<file path="src/rtl/dport_unstuff_if.sv">
// ----------------------------------------------------------------------------
// dport_unstuff_if
//   Bundles the symbol stream entering the DisplayPort destuffer and the pixel /
//   framing / statistics signals leaving it.
//
// Handshake semantics (applies to every qualifier in this interface):
//   sym_valid   qualifies sym/isk for exactly the cycle it is high. There is no
//               ready: the destuffer consumes both symbols every valid cycle.
//   pixel_valid qualifies pixel_data for exactly the cycle it is high. There is
//               no backpressure: the consumer must take the pixel that cycle.
//   hstart/err  are single-cycle pulses. vblank, line_pixels and err_count are
//               levels.
//
// Signals
//   sym_valid    1   two symbols present this cycle
//   sym          16  [7:0] earlier symbol, [15:8] later symbol
//   isk          2   K flag per byte, bit i for byte i
//   pixel_valid  1   pixel_data valid
//   pixel_data   24  {R,G,B}, R is the first received byte
//   hstart       1   pulse when a line becomes active
//   vblank       1   VB-ID bit0 of the latest blanking period
//   err          1   framing error pulse
//   line_pixels  16  pixels in the last completed line
//   err_count    16  saturating count of cycles with an error
//
// Modports
//   master : symbol source / pixel sink (drives sym side, observes pixel side)
//   slave  : the destuffer
// ----------------------------------------------------------------------------
interface dport_unstuff_if;
  logic        sym_valid;
  logic [15:0] sym;
  logic [1:0]  isk;
  logic        pixel_valid;
  logic [23:0] pixel_data;
  logic        hstart;
  logic        vblank;
  logic        err;
  logic [15:0] line_pixels;
  logic [15:0] err_count;

  modport master (
    output sym_valid, sym, isk,
    input  pixel_valid, pixel_data, hstart, vblank, err, line_pixels, err_count
  );

  modport slave (
    input  sym_valid, sym, isk,
    output pixel_valid, pixel_data, hstart, vblank, err, line_pixels, err_count
  );
endinterface

</file>
<file path="src/rtl/dport_unstuff.sv">
// ----------------------------------------------------------------------------
// dport_unstuff
//   Single-lane DisplayPort main-link destuffer (sink / loopback path). Takes
//   two descrambled 8b symbols per clock, follows the blanking / active / fill
//   framing, drops fill bytes and rebuilds 8bpc RGB pixels. Reports line start
//   (hstart), the VB-ID vertical blanking flag and framing errors.
//
// Optional feature macro: DPORT_UNSTUFF_STATS_EN
//   defined   : line_pixels and err_count statistics counters are built.
//   undefined : line_pixels and err_count are tied to 0; err still pulses.
//
// Ports
//   clk        in   symbol clock (dpclk domain)
//   rst_n      in   asynchronous active-low reset
//   bus        slave modport of dport_unstuff_if (symbol in, pixels/status out)
//   state_dbg  out  current framing state (0 BLANK, 1 ACTIVE, 2 FILL)
// ----------------------------------------------------------------------------
module dport_unstuff #(
  parameter logic [7:0] BS_SYM = 8'hBC,  // blanking start (K28.5)
  parameter logic [7:0] BE_SYM = 8'hFB,  // blanking end   (K27.7)
  parameter logic [7:0] FS_SYM = 8'hFE,  // fill start     (K30.7)
  parameter logic [7:0] FE_SYM = 8'hF7,  // fill end       (K23.7)
  parameter logic [7:0] SR_SYM = 8'h1C   // scrambler reset (K28.0), acts as BS
) (
  input  logic             clk,
  input  logic             rst_n,
  dport_unstuff_if.slave   bus,
  output logic [1:0]       state_dbg
);

  typedef enum logic [1:0] {
    ST_BLANK  = 2'd0,
    ST_ACTIVE = 2'd1,
    ST_FILL   = 2'd2
  } state_t;

  // Framing state and pixel accumulator
  state_t      state_q, state_d;
  logic [1:0]  cnt_q, cnt_d;       // bytes of the current pixel held (0..2)
  logic [7:0]  acc_r_q, acc_r_d;
  logic [7:0]  acc_g_q, acc_g_d;
  logic        vb_pend_q, vb_pend_d; // next BLANK data byte is the VB-ID
  logic        vblank_q, vblank_d;

  // Per-cycle results of walking the two bytes
  logic        pix_hit;
  logic [23:0] pix_val;
  logic        hs_hit;
  logic        err_hit;

  // Registered outputs
  logic        pixel_valid_q;
  logic [23:0] pixel_data_q;
  logic        hstart_q;
  logic        err_q;

`ifdef DPORT_UNSTUFF_STATS_EN
  // Per-byte events handed to the statistics block so it can replay the
  // ordering inside a cycle (a pixel may complete just before a BS closes the
  // line, or a BS may close one line right before a BE opens the next).
  logic [1:0]  pix_at;
  logic [1:0]  close_at;
  logic [1:0]  open_at;
`endif

  // --------------------------------------------------------------------------
  // Next-state logic: byte0 then byte1, each byte sees the state left by the
  // previous one.
  // --------------------------------------------------------------------------
  always_comb begin : framing_comb
    logic [7:0] b;
    logic       k;
    state_d   = state_q;
    cnt_d     = cnt_q;
    acc_r_d   = acc_r_q;
    acc_g_d   = acc_g_q;
    vb_pend_d = vb_pend_q;
    vblank_d  = vblank_q;
    pix_hit   = 1'b0;
    pix_val   = '0;
    hs_hit    = 1'b0;
    err_hit   = 1'b0;
    b         = '0;
    k         = 1'b0;
`ifdef DPORT_UNSTUFF_STATS_EN
    pix_at    = '0;
    close_at  = '0;
    open_at   = '0;
`endif
    if (bus.sym_valid) begin
      for (int i = 0; i < 2; i++) begin
        b = bus.sym[8*i +: 8];
        k = bus.isk[i];
        if (k) begin
          case (b)
            BS_SYM, SR_SYM: begin
              if (state_d != ST_BLANK) begin
                // Line closes even if a pixel was half-built; the fragment
                // is dropped and flagged.
                if (cnt_d != 2'd0) err_hit = 1'b1;
`ifdef DPORT_UNSTUFF_STATS_EN
                close_at[i] = 1'b1;
`endif
              end
              state_d   = ST_BLANK;
              cnt_d     = 2'd0;
              vb_pend_d = 1'b1;
            end
            BE_SYM: begin
              if (state_d == ST_BLANK) begin
                state_d   = ST_ACTIVE;
                hs_hit    = 1'b1;
                vb_pend_d = 1'b0;
`ifdef DPORT_UNSTUFF_STATS_EN
                open_at[i] = 1'b1;
`endif
              end else begin
                err_hit = 1'b1;
              end
            end
            FS_SYM: begin
              if (state_d == ST_ACTIVE) state_d = ST_FILL;
              else                      err_hit = 1'b1;
            end
            FE_SYM: begin
              if (state_d == ST_FILL) state_d = ST_ACTIVE;
              else                    err_hit = 1'b1;
            end
            default: begin
              // Unknown K: corrupt link, so any half pixel is untrustworthy.
              err_hit = 1'b1;
              if (state_d != ST_BLANK) cnt_d = 2'd0;
            end
          endcase
        end else begin
          case (state_d)
            ST_BLANK: begin
              if (vb_pend_d) begin
                vblank_d  = b[0];
                vb_pend_d = 1'b0;
              end
            end
            ST_ACTIVE: begin
              case (cnt_d)
                2'd0: begin
                  acc_r_d = b;
                  cnt_d   = 2'd1;
                end
                2'd1: begin
                  acc_g_d = b;
                  cnt_d   = 2'd2;
                end
                default: begin
                  pix_hit = 1'b1;
                  pix_val = {acc_r_d, acc_g_d, b};
                  cnt_d   = 2'd0;
`ifdef DPORT_UNSTUFF_STATS_EN
                  pix_at[i] = 1'b1;
`endif
                end
              endcase
            end
            default: begin
              // FILL: stuffing bytes carry no pixel data
            end
          endcase
        end
      end
    end
  end

  // --------------------------------------------------------------------------
  // State and output registers
  // --------------------------------------------------------------------------
  always_ff @(posedge clk or negedge rst_n) begin
    if (!rst_n) begin
      state_q       <= ST_BLANK;
      cnt_q         <= 2'd0;
      acc_r_q       <= '0;
      acc_g_q       <= '0;
      vb_pend_q     <= 1'b0;
      vblank_q      <= 1'b0;
      pixel_valid_q <= 1'b0;
      pixel_data_q  <= '0;
      hstart_q      <= 1'b0;
      err_q         <= 1'b0;
    end else begin
      state_q       <= state_d;
      cnt_q         <= cnt_d;
      acc_r_q       <= acc_r_d;
      acc_g_q       <= acc_g_d;
      vb_pend_q     <= vb_pend_d;
      vblank_q      <= vblank_d;
      pixel_valid_q <= pix_hit;
      if (pix_hit) pixel_data_q <= pix_val;
      hstart_q      <= hs_hit;
      err_q         <= err_hit;
    end
  end

  assign bus.pixel_valid = pixel_valid_q;
  assign bus.pixel_data  = pixel_data_q;
  assign bus.hstart      = hstart_q;
  assign bus.vblank      = vblank_q;
  assign bus.err         = err_q;
  assign state_dbg       = state_q;

  // --------------------------------------------------------------------------
  // Statistics
  // --------------------------------------------------------------------------
`ifdef DPORT_UNSTUFF_STATS_EN
  logic [15:0] line_cnt_q, line_cnt_d;
  logic [15:0] line_pixels_q, line_pixels_d;
  logic [15:0] err_count_q;

  always_comb begin : stats_comb
    line_cnt_d    = line_cnt_q;
    line_pixels_d = line_pixels_q;
    for (int i = 0; i < 2; i++) begin
      if (open_at[i]) line_cnt_d = '0;
      if (pix_at[i] && (line_cnt_d != 16'hFFFF)) line_cnt_d = line_cnt_d + 16'd1;
      if (close_at[i]) line_pixels_d = line_cnt_d;
    end
  end

  always_ff @(posedge clk or negedge rst_n) begin
    if (!rst_n) begin
      line_cnt_q    <= '0;
      line_pixels_q <= '0;
      err_count_q   <= '0;
    end else begin
      line_cnt_q    <= line_cnt_d;
      line_pixels_q <= line_pixels_d;
      // One increment per erroneous cycle, however many bytes were bad.
      if (err_hit && (err_count_q != 16'hFFFF)) err_count_q <= err_count_q + 16'd1;
    end
  end

  assign bus.line_pixels = line_pixels_q;
  assign bus.err_count   = err_count_q;
`else
  assign bus.line_pixels = '0;
  assign bus.err_count   = '0;
`endif

endmodule

</file>
<file path="src/flat_wrapper.sv">
// flat-port wrapper written by rule: the top's interface ports become plain ports
module dport_unstuff_flat 
#(
  parameter logic [7:0] BS_SYM = 8'hBC,                           
  parameter logic [7:0] BE_SYM = 8'hFB,                           
  parameter logic [7:0] FS_SYM = 8'hFE,                           
  parameter logic [7:0] FE_SYM = 8'hF7,                           
  parameter logic [7:0] SR_SYM = 8'h1C                                         
)
  (clk, rst_n, state_dbg, bus_sym_valid, bus_sym, bus_isk, bus_pixel_valid, bus_pixel_data, bus_hstart, bus_vblank, bus_err, bus_line_pixels, bus_err_count);
  dport_unstuff_if bus_i ();
  input  logic clk;
  input  logic rst_n;
  output logic [1:0] state_dbg;
  input wire logic [$bits(bus_i.sym_valid)-1:0] bus_sym_valid;
  input wire logic [$bits(bus_i.sym)-1:0] bus_sym;
  input wire logic [$bits(bus_i.isk)-1:0] bus_isk;
  output wire logic [$bits(bus_i.pixel_valid)-1:0] bus_pixel_valid;
  output wire logic [$bits(bus_i.pixel_data)-1:0] bus_pixel_data;
  output wire logic [$bits(bus_i.hstart)-1:0] bus_hstart;
  output wire logic [$bits(bus_i.vblank)-1:0] bus_vblank;
  output wire logic [$bits(bus_i.err)-1:0] bus_err;
  output wire logic [$bits(bus_i.line_pixels)-1:0] bus_line_pixels;
  output wire logic [$bits(bus_i.err_count)-1:0] bus_err_count;
  assign bus_i.sym_valid = bus_sym_valid;
  assign bus_i.sym = bus_sym;
  assign bus_i.isk = bus_isk;
  assign bus_pixel_valid = bus_i.pixel_valid;
  assign bus_pixel_data = bus_i.pixel_data;
  assign bus_hstart = bus_i.hstart;
  assign bus_vblank = bus_i.vblank;
  assign bus_err = bus_i.err;
  assign bus_line_pixels = bus_i.line_pixels;
  assign bus_err_count = bus_i.err_count;
  dport_unstuff #(.BS_SYM(BS_SYM), .BE_SYM(BE_SYM), .FS_SYM(FS_SYM), .FE_SYM(FE_SYM), .SR_SYM(SR_SYM)) u_core (.clk(clk), .rst_n(rst_n), .bus(bus_i), .state_dbg(state_dbg));
endmodule
</file>
<file path="config.mk">
export PLATFORM = sky130hd
export DESIGN_NAME = dport_unstuff_flat
export DESIGN_NICKNAME = d
export VERILOG_FILES = /design/src/rtl/dport_unstuff_if.sv /design/src/rtl/dport_unstuff.sv /design/src/flat_wrapper.sv
export SDC_FILE = /design/constraint.sdc
export NUM_CORES = 1
export LEC_CHECK = 0
export CAP_MARGIN = 10
export CORE_MARGIN = 8
export CORE_UTILIZATION = 50
export DETAILED_ROUTE_END_ITERATION = 8
export DONT_BUFFER_PORTS = 1
export GPL_TIMING_DRIVEN = 1
export PLACE_DENSITY = 0.68
export SYNTH_ARGS = -nofsm -noshare
export SYNTH_HDL_FRONTEND = slang
export SYNTH_SLANG_ARGS = --single-unit
</file>
<file path="constraint.sdc">
create_clock -name clk -period 2.23 [get_ports clk]
set_input_delay 0.446 -clock clk [delete_from_list [all_inputs] [get_ports clk]]
set_output_delay 0.446 -clock clk [all_outputs]
set_load 0.005 [all_outputs]
</file>
==> impl_metrics.csv <==
group,metric,value,unit
critical_path,worst_path_max_delay_cell,"dfrtp_2",
critical_path,cp_max_fo,6,
clock_network,cts_buffers,5,
detailed_routing,vias,2922,
synthesis,ys_warn_count,0,
layout,seq_area,0.00123,mm2
power_and_ir_drop,powerDensity,520,mW/mm2
critical_path,r2r_end,"u_core.bus.vblank",
layout,final_area,0.00376,mm2
run,maxCapViolations,0,
placement,portBuffers,0,
global_routing,grt_pass1_vias,2785,
detailed_routing,routed_wl,9340,um
die,die_x,96.3,um
synthesis,synth_most_common_cell,"dfrtp_1",
synthesis,yosysTopAreaCell,"dfrtp_1",
critical_path,r2r_setup_slack,-0.06,ns
critical_path,crit_path_start_kind,"flop",
die,core-area,0.00628,mm2
critical_path,cp_common_cell,"o311a_1",
timing,finalHoldViolCount,0,
synthesis,synthDistinctLibCells,66,
detailed_routing,drt_pass1_iterations,5,
synthesis,yosysSeqAreaShare,38.1,%
layout,diodes,0,
synthesis,synthCells,379,
status,status,"finished with violations",
critical_path,critPathCapture,"u_core.bus.vblank",
timing,max_freq,436,MHz
global_routing,grt_antenna_before_repair,0,
critical_path,path_depth,9,
critical_path,crit_chain,"buf_6 > and3b_1 > o311a_1 > o21a_1 > a31o_1 > nor4b_2 > buf_4 > nand3b_1 > o311a_1",
placement,preCtsSetupSlack,-0.270,ns
global_routing,grt_first_pass_wirelength,14200,um
worst_hold_path,hold_class,"in2reg",
critical_path,slowest_delay,0.46,ns
timing,finClkSkew,0.0145,ns
placement,hpwl,6660,um
clock_network,htreeDepth,2,
timing,rsz0062_at_grt,"true",
layout,final_net_count,430,
die,die_h,96.3,um
synthesis,synthTopCellsByArea,"dfrtp_1 38%, buf_4 7.7%, nand2_1 5.2%",
critical_path,crit_start,"u_core.state_dbg[0]",
detailed_routing,wl_per_cell,19.2,um
detailed_routing,drt_iter0_markers,232,
clock_network,cts_sinks,49,
synthesis,ys_dominant_reg_cell,"dfrtp_1",
critical_path,arrival,2.49,ns
global_routing,grt_util_all_layers,19.6,%
critical_path,crit_required,2.43,ns
synthesis,yosys-top-cells-count,"49 x dfrtp_1, 45 x nand2_1, 40 x nor2_1",
timing,min_period,2.29,ns
die,dieArea,0.00927,mm2
clock_network,cts_root_buf,"clkbuf_8",
clock_network,cts.clk_slew.worst_paths,0.11,ns
layout,nFillCells,547,
die,start_util,51.3,%
power_and_ir_drop,ir_drop,0.000447,V
die,io_pins,83,
critical_path,r2r_start,"u_core.state_dbg[0]",
critical_path,r2r_cells,9,
global_routing,grt_start_max_net_pins,50,
synthesis,synthesis.area,0.00322,mm2
die,rows,29,
power_and_ir_drop,total_power,1.96,mW
clock_network,cts_buffer_depth,2,
placement,placed_area,0.00339,mm2
layout,fin_util,60.0,%
critical_path,cp_top_family,"compound AO/OA/AOI/OAI gates",
critical_path,end_kind,"flop",
timing,finalSetupViolations,14,
synthesis,synthArstFlopShare,100,%
synthesis,synth_seq_cells,49,
synthesis,syn_avg_cell_area,8.50,um2
synthesis,synth_top_area_share,38.1,%
critical_path,critPathBufInv,2,
status,violations,"negative setup slack",
clock_network,cts_tree,"yes",
layout,multi_input_area,0.00189,mm2
synthesis,synth_edf_count,0,
timing,fin_ws,-0.0620,ns
timing,drv_slew,0,
layout,areaGrowthSynthToFinish,16.9,%
detailed_routing,drtAntennaViolNets,0,
clock_network,clock_latency,0.32,ns
power_and_ir_drop,power.leakage,1.74,nW
global_routing,overflow,0,
detailed_routing,vias_per_cell,6.00,
detailed_routing,drc_errors,0,
timing,timing.final.crit_share,103,%
layout,drive_gt1_share,23.2,%
critical_path,timing_worst_setup_path_type,"reg2reg",
placement,place.gp.congestion,0.899,
## worst reg2reg max path, stage by stage, from the launching register on
cell	delay (ns)
dfrtp_2	0.46
buf_6	0.15
and3b_1	0.16
o311a_1	0.28
o21a_1	0.21
a31o_1	0.24
nor4b_2	0.32
buf_4	0.16
nand3b_1	0.07
o311a_1	0.13
## placed cells by master, fill, tap and decap left out, types with 9 or more instances in the layout
| master | count |
|---|---|
| a2bb2oi_1 | 9 |
| a22oi_1 | 9 |
| nand2_1 | 45 |
| a21oi_1 | 18 |
| o21ai_0 | 14 |
| nor2_1 | 39 |
| buf_4 | 41 |
| conb_1 | 32 |
| dfrtp_1 | 47 |
| o22ai_1 | 14 |
## worst min-delay path by stage
stage | start | end | cells past startpoint
floorplan | rst_n | u_core.acc_g_q[0] | 0
global placement | rst_n | u_core.bus.hstart | 0
detailed placement | rst_n | u_core.bus.hstart | 0
CTS | bus_sym_valid | u_core.acc_r_q[5] | 1
global route | bus_sym_valid | u_core.acc_r_q[4] | 1
finish | bus_sym_valid | u_core.acc_r_q[4] | 1
## power by group
group | internal (mW) | switching (mW) | leakage [nW]
clock network | 0.229 | 0.332 | 0.0423
logic | 0.196 | 0.195 | 1.03
registers | 0.950 | 0.0565 | 0.668
## flip-flops by register name (all words and copies together), names as in the netlist
| register | flops |
|---|---|
| u_core.cnt_q | 2 |
| u_core.bus.err | 1 |
| u_core.acc_r_q | 8 |
| u_core.bus.pixel_valid | 1 |
| u_core.state_dbg | 2 |
| u_core.vb_pend_q | 1 |
| u_core.bus.hstart | 1 |
| u_core.bus.vblank | 1 |
| u_core.acc_g_q | 8 |
| u_core.bus.pixel_data | 24 |
## metal layers
| layer | track usage [%] | vias up | part of all wire (%) |
|---|---|---|---|
| met1 | 26.2 | 1407 | 43 |
| met5 | 0 | - | 0 |
| met2 | 30.6 | 127 | 47 |
| li1 | - | 1377 | - |
| met4 | 5.63 | 0 | 1.4 |
| met3 | 4.84 | 11 | 8.5 |
## layout make-up
type / count / area share (%)
inverters: 7 / 0.831
clock buffers: 5 / 1.83
repair buffers: 49 / 11.3
multi-input cells: 297 / 50.1
well taps: 77 / 2.56
flip-flops and latches: 49 / 32.6
clock inverters: 3 / 0.698
## per-stage QoR
| step | setup TNS, ns | cells | hold slack [ns] |
|---|---|---|---|
| after global routing | -2.22 | 487 | 0.189 |
| after global placement | -7.45 | 471 | 0.152 |
| final | -0.276 | 487 | 0.196 |
| after detailed placement | -7.95 | 471 | 0.152 |
| after floorplan | -0.833 | 410 | 0.150 |
| after CTS | -0.0396 | 481 | 0.189 |
## what timing repair did
item	4_1_cts	5_1_grt
hold endpoints to repair	49	0
hold buffers	2	0
setup buffers	0	5
cloned	0	1
resized for setup	11	29
setup endpoints to repair	45	46
pin swaps	3	9
## cell families (layout without fill, tap and decap cells)
| kind of cell | count (synthesis) | in the layout | synth area share [%] |
|---|---|---|---|
| buffers and inverters | 65 | 64 | 12.4 |
| other | 1 | 32 | 0.116 |
| AOI/OAI and AO/OA | 118 | 119 | 26.0 |
| muxes | 2 | 2 | 0.622 |
| xor gates and xnor gates | 4 | 4 | 1.09 |
| DFF | 49 | 49 | 38.1 |
| and+or+nand+nor | 140 | 140 | 21.7 |
(Power assumes the default switching activity.)
